<file path="src/rtl/calc_op_sequencer.sv">
// Multi-cycle ADD/SUB/MUL sequencer over one shared (WIDTH+1)-bit adder.
// Define CALC_SEQ_MUL_EN to compile in the shift-add multiplier; otherwise op 10 is illegal.
module calc_op_sequencer #(
  parameter int unsigned WIDTH = 8
) (
  input  logic               clk_i,
  input  logic               rst_i,
  input  logic               start_i,
  input  logic [1:0]         op_i,
  input  logic [WIDTH-1:0]   a_i,
  input  logic [WIDTH-1:0]   b_i,
  output logic               busy_o,
  output logic               done_o,
  output logic               err_o,
  output logic [2*WIDTH-1:0] res_o
);

  typedef enum logic [1:0] {IDLE, EXEC, MUL_LOOP, DONE} state_t;

  state_t state, state_n;

  logic [WIDTH-1:0]   a_r, b_r;
  logic [1:0]         op_r;
  logic [WIDTH:0]     add_x, add_y, add_sum;
  logic               add_cin;
  logic               load_res;
  logic               err_n;
  logic [2*WIDTH-1:0] res_n;

`ifdef CALC_SEQ_MUL_EN
  localparam int unsigned CW = $clog2(WIDTH);
  localparam logic [CW-1:0] LAST = CW'(WIDTH - 1);

  logic [CW-1:0]      cnt;
  // Upper half accumulates partial sums; lower half holds the not-yet-consumed multiplier bits.
  logic [2*WIDTH-1:0] prod, prod_n;
`endif

  assign add_sum = add_x + add_y + {{WIDTH{1'b0}}, add_cin};

  // Operand select for the shared adder; SUB uses a + ~b + 1 over WIDTH+1 bits.
  always_comb begin
    add_x   = {1'b0, a_r};
    add_y   = {1'b0, b_r};
    add_cin = 1'b0;
    if (state == EXEC && op_r == 2'b01) begin
      add_y   = ~{1'b0, b_r};
      add_cin = 1'b1;
    end
`ifdef CALC_SEQ_MUL_EN
    if (state == MUL_LOOP) begin
      add_x = {1'b0, prod[2*WIDTH-1:WIDTH]};
      add_y = prod[0] ? {1'b0, a_r} : '0;
    end
`endif
  end

  always_comb begin
    state_n  = state;
    load_res = 1'b0;
    res_n    = '0;
    err_n    = 1'b0;
`ifdef CALC_SEQ_MUL_EN
    prod_n   = {add_sum, prod[WIDTH-1:1]};
`endif
    case (state)
      IDLE: begin
        if (start_i) begin
`ifdef CALC_SEQ_MUL_EN
          state_n = (op_i == 2'b10) ? MUL_LOOP : EXEC;
`else
          state_n = EXEC;
`endif
        end
      end
      EXEC: begin
        state_n  = DONE;
        load_res = 1'b1;
        if (!op_r[1]) res_n = {{(WIDTH-1){1'b0}}, add_sum};
        else          err_n = 1'b1;
      end
`ifdef CALC_SEQ_MUL_EN
      MUL_LOOP: begin
        if (cnt == LAST) begin
          state_n  = DONE;
          load_res = 1'b1;
          res_n    = prod_n;
        end
      end
`endif
      DONE:    state_n = IDLE;
      default: state_n = IDLE;
    endcase
  end

  always_ff @(posedge clk_i) begin
    if (rst_i) begin
      state  <= IDLE;
      busy_o <= 1'b0;
      done_o <= 1'b0;
      err_o  <= 1'b0;
      res_o  <= '0;
      a_r    <= '0;
      b_r    <= '0;
      op_r   <= '0;
`ifdef CALC_SEQ_MUL_EN
      cnt    <= '0;
      prod   <= '0;
`endif
    end else begin
      state  <= state_n;
      busy_o <= (state_n == EXEC) || (state_n == MUL_LOOP);
      done_o <= (state_n == DONE);
      if (load_res) begin
        res_o <= res_n;
        err_o <= err_n;
      end
      if (state == IDLE && start_i) begin
        a_r  <= a_i;
        b_r  <= b_i;
        op_r <= op_i;
`ifdef CALC_SEQ_MUL_EN
        cnt  <= '0;
        prod <= {{WIDTH{1'b0}}, b_i};
`endif
      end
`ifdef CALC_SEQ_MUL_EN
      if (state == MUL_LOOP) begin
        cnt  <= cnt + CW'(1);
        prod <= prod_n;
      end
`endif
    end
  end

endmodule

</file>
<file path="config.mk">
export PLATFORM = sky130hd
export DESIGN_NAME = calc_op_sequencer
export DESIGN_NICKNAME = d
export VERILOG_FILES = /design/src/rtl/calc_op_sequencer.sv
export SDC_FILE = /design/constraint.sdc
export NUM_CORES = 1
export LEC_CHECK = 0
export ABC_AREA = 1
export ABC_CLOCK_PERIOD_IN_PS = 1900
export CAP_MARGIN = 0
export CELL_PAD_IN_SITES_DETAIL_PLACEMENT = 1
export CELL_PAD_IN_SITES_GLOBAL_PLACEMENT = 1
export CORE_MARGIN = 5
export CORE_UTILIZATION = 31
export DETAILED_ROUTE_END_ITERATION = 12
export GPL_TIMING_DRIVEN = 1
export PLACE_DENSITY = 0.83
export SETUP_SLACK_MARGIN = 0.02
export SYNTH_ARGS = -nofsm -noshare
export SYNTH_HDL_FRONTEND = slang
export SYNTH_SLANG_ARGS = --single-unit
</file>
<file path="constraint.sdc">
create_clock -name clk_i -period 1.9 [get_ports clk_i]
set_input_delay 0.38 -clock clk_i [delete_from_list [all_inputs] [get_ports clk_i]]
set_output_delay 0.38 -clock clk_i [all_outputs]
set_load 0.01 [all_outputs]
</file>
* Word-level counts from Yosys, hierarchy flattened
Cells that the tools add are included.
** Storage, ports and cells
- Output and inout bits :: 19
- Input bits :: 21
- Word-level logic and storage cells :: 29
- Register bits after elaboration :: 39
** Cells by class
- $add $sub $neg :: 2
- Reduce and logical (&&, ||, !) cells :: 4
- Bitwise gates (word level) :: 1
- Equality and inequality tests :: 5
- Multiplexer cells :: 9
** Operators by type and width (number)
- $mux 9 :: 3
- $add 8x9->9 :: 1
- $add 9x1->9 :: 1
- $not 8->9 :: 1
- $eq 2x1->1 const B :: 3
- $eq 2x2->1 const B :: 2
- $mux 1 :: 4
- $pmux 2 s2 :: 1
- $logic_and 1x1->1 :: 2
- $logic_not 2->1 :: 1
- $mux 2 :: 1
- $logic_or 1x1->1 :: 1

* Depth between registers and ports, before layout
- Depth in word-level cells :: 7
- Depth in mapped cells :: 14
- Mapped depth without buffers :: 14

* Worst setup path before layout
No wires, ideal clock.
- Path kind :: flip-flop to flip-flop
- Start :: register done_o (netlist name)
- End :: register res_o[8]
- Arrival time :: 1.807 ns
- Setup slack :: 0.023 ns
- Period minus slack after synthesis :: 1.877 ns
- Stages on the path, launching flop included :: 14
- Path buffers :: 0
- Library setup time :: 0.070 ns
- Required time :: 1.830 ns
- Cells stage by stage :: dfxtp_1 > nor2_4 > nand2_4 > xnor2_1 > fa_1 > nand3_1 > nand2_1 > nand2_1 > nor2_2 > nand3_1 > nand2_1 > nand2_1 > nand3_1 > a21oi_1
** RTL lines
- end signal, assigned :: line 115 : res_o <= res_n;
- end, declared :: line 15 : output logic [2*WIDTH-1:0] res_o

* Final worst setup path
- Start :: register op_r[0]
- End :: register res_o[3]
** Between the ends
- Cells in the longest elaborated chain, start to end :: 7
- Elaborated cells on any way between the ends :: 8
- Those cells by class :: add/sub: 2; eq/ne: 1; mux: 4; reduce/logical: 1
** RTL lines
- start, declared :: line 23 : logic [1:0] op_r;
- start signal, assigned :: line 121 : op_r <= op_i;
- $eq 2x1->1 (*) :: line 46 : if (state == EXEC && op_r == 2'b01) begin
- $logic_and 1x1->1 (*) :: line 46
- $mux 9 :: line 46
- $add 8x9->9 :: line 39 : assign add_sum = add_x + add_y + {{WIDTH{1'b0}}, add_cin};
- $add 9x1->9 (*) :: line 39
- $mux 9 (*) :: line 79 : if (!op_r[1]) res_n = {{(WIDTH-1){1'b0}}, add_sum};
- $mux 9 (*) :: line 66 : case (state)
Every way passes the cells marked *; elsewhere a longest branch is shown, timed or not.
A chain may end at the register's enable or synchronous reset.

==> results.sh <==
export IMPL_status="complete, but fails checks"
export IMPL_violations="setup timing"
export IMPL_placed_area_sq_um=2030
export IMPL_die_h_microns=81.5
export IMPL_drive_above_1_share_pct=25.3
export IMPL_dpl_worst_slack_ps=-167
export IMPL_start_util_pct=31.4
export IMPL_grt_pass1_vias=1515
export IMPL_final_area_sq_um=2300
export IMPL_vias_per_cell=4.54
export IMPL_core_area_sq_um=5040
export IMPL_grt_max_degree=32
export IMPL_layout_common_cells="nand2_1 (54), clkdlybuf4s50_1 (32), dfxtp_1 (28)"
export IMPL_maxCapViolCount=0
export IMPL_crit_type="reg -> reg"
export IMPL_dp_cells=313
export IMPL_drv_slew=0
export IMPL_critPathMaxStageDelay_ps=360
export IMPL_grtUsageTotal_pct=13.9
export IMPL_period_share_pct=106
export IMPL_synth_cell_types=31
export IMPL_ys_seq_area_share_pct=39.1
export IMPL_clock_latency_ps=290
export IMPL_rsz0062_at_grt="true"
export IMPL_remaining_drc_errors=0
export IMPL_layout_commonest_cell="nand2_1"
export IMPL_leakage_nw=0.964
export IMPL_cts_root_buf="clkbuf_8"
export IMPL_port_buffers=32
export IMPL_ys_ff_latch=31
export IMPL_antenna_found_initial=0
export IMPL_cts_htree_levels=2
export IMPL_firstDrtPassIters=4
export IMPL_max_freq_mhz=498
export IMPL_clockBufferDepth=2
export IMPL_die_w_microns=81.5
export IMPL_critPathMaxFanout=8
export IMPL_fin_skew_ps=5.88
export IMPL_clock_sinks=31
export IMPL_wl_microns=4390
export IMPL_syn_cell_area_sq_um=1590
export IMPL_p_total_mw=1.69
export IMPL_gp_congestion=0.777
export IMPL_stdcell_count=327
export IMPL_crit_required_ps=2070
export IMPL_wl_per_cell_microns=13.4
export IMPL_hold_class="reg -> reg"
export IMPL_start_kind="register"
export IMPL_cts_tree="done"
export IMPL_dp_hpwl_microns=2920
export IMPL_setup_viol_count_final=6
export IMPL_crit_arrival_ps=2180
export IMPL_nNetsFinal=285
export IMPL_dieArea_sq_um=6640
export IMPL_synth_cells=206
export IMPL_io_pins=40
export IMPL_clk_pin_slew_ps=70
export IMPL_cpMaxStageDelayCell="ha_1"
export IMPL_grt_first_pass_wirelength_microns=6900
export IMPL_hold_viol=0
export IMPL_finalHoldWorstSlack_ps=465
export IMPL_yosysWarnings=0
export IMPL_layout_min_cycle_time_ps=2010
export IMPL_cpMostUsedCell="nand2_4"
export IMPL_ant_nets=0
export IMPL_area_growth_pct=44.9
export IMPL_worst_setup_path_end_kind="register"
export IMPL_grt_overflow_total=0
export IMPL_diodes=0
export IMPL_drt_initial_drc_count=46
export IMPL_core_rowCount=26
export IMPL_cts_inserted_buffers=5
export IMPL_avgSynthCellArea_sq_um=7.70
export IMPL_fin_ws_ps=-109
export IMPL_routed_via_count=1483
export IMPL_crit_chain="inv_2, nor2_4, nand2_4, xnor2_2, ha_1, buf_6, a21oi_4, nand2_4, or2_1, nand3_1, a21oi_1"
export IMPL_vdd_drop_max_uv=294
export IMPL_power_density_nw_per_um2=736
routing by layer:
metal  vias to the layer above  global-route usage (%)  share of wire, %
met5                         -                       0                 0
met4                         0                    8.11               3.6
met3                        14                    4.17               4.4
met2                        34                    23.4                52
met1                       681                    15.3                40
li1                        754                       -                 -
worst paths after layout:
check | start | endpoint | slack [ps] | cells past startpoint
min | res_o[5] | res_o[5] | 470 | 2
min reg2reg | res_o[5] | res_o[5] | 470 | 2
max reg2reg | op_r[0] | res_o[3] | -110 | 11
max | op_r[0] | res_o[3] | -110 | 11
where the power goes:
| part | internal (mW) | switching [mW] | leakage (nW) |
|---|---|---|---|
| combinational | 0.221 | 0.236 | 0.667 |
| sequential | 0.698 | 0.0336 | 0.255 |
| clock | 0.257 | 0.245 | 0.0422 |
| total | 1.18 | 0.515 | 0.964 |
area by class of cell:
type | instances | area [sq um]
fillers | 610 | 2750
multi-input cells | 152 | 977
flip-flops and latches | 31 | 624
repair buffers | 51 | 470
well taps | 70 | 87.6
clock buffers | 7 | 76.3
inverters | 15 | 56.3
clock inverters | 1 | 5.00
sequential cells by signal (all words and copies together), names as in the netlist:
name and cells:
a_r 8, b_r 8, busy_o 1, done_o 1
err_o 1, op_r 2, res_o 9, state 1
synthesized netlist by cell type (all sizes together):
| cell | number | share of area, % |
|---|---|---|
| nand2 | 63 | 17 |
| dfxtp | 31 | 39 |
| a21oi | 28 | 9.1 |
| inv | 15 | 3.6 |
| nand3 | 13 | 5.2 |
| buf | 11 | 4.6 |
| nor2 | 10 | 3.6 |
| ha | 7 | 5.5 |
| xnor2 | 7 | 3.9 |
| clkbuf | 3 | 0.71 |
| o21ai | 3 | 0.95 |
| or2 | 3 | 1.2 |
| a211oi | 2 | 0.95 |
| a31oi | 2 | 0.79 |
| nor3 | 2 | 0.63 |
| xor2 | 2 | 1.1 |
| a21boi | 1 | 0.47 |
| conb | 1 | 0.24 |
| fa | 1 | 1.3 |
| o21bai | 1 | 0.47 |
what timing repair did:
action	CTS	global route
hold buffers	0	0
pin swaps	8	7
endpoints found under the setup margin	6	6
resized for setup	11	22
endpoints found under the hold margin	0	0
setup buffers	3	3
through the flow:
| step | setup TNS [ps] | util, % |
|---|---|---|
| floorplan | 0 | - |
| global placement | -32.7 | 40.2 |
| detailed placement | -587 | 40.2 |
| CTS | -398 | 43.1 |
| global route | -1370 | 45.6 |
| finish | -487 | 45.6 |
critical path, delay by kind of cell, from the launching register on:
kind | cells | cell delay (ps)
buffers and inverters | 2 | 200
DFF | 1 | 340
xor gates and xnor gates | 1 | 170
AOI/OAI and AO/OA | 2 | 200
and+or+nand+nor | 5 | 620
adders and majority gates | 1 | 360
kinds of logic after synthesis:
family / count (synthesis) / share of synthesized area, %
and+or+nand+nor: 91 / 27.3
AOI/OAI and AO/OA: 37 / 12.7
DFF: 31 / 39.1
buffers and inverters: 29 / 8.84
xor gates and xnor gates: 9 / 4.97
adders and majority gates: 8 / 6.79
other: 1 / 0.237
(Power assumes the default switching activity.)
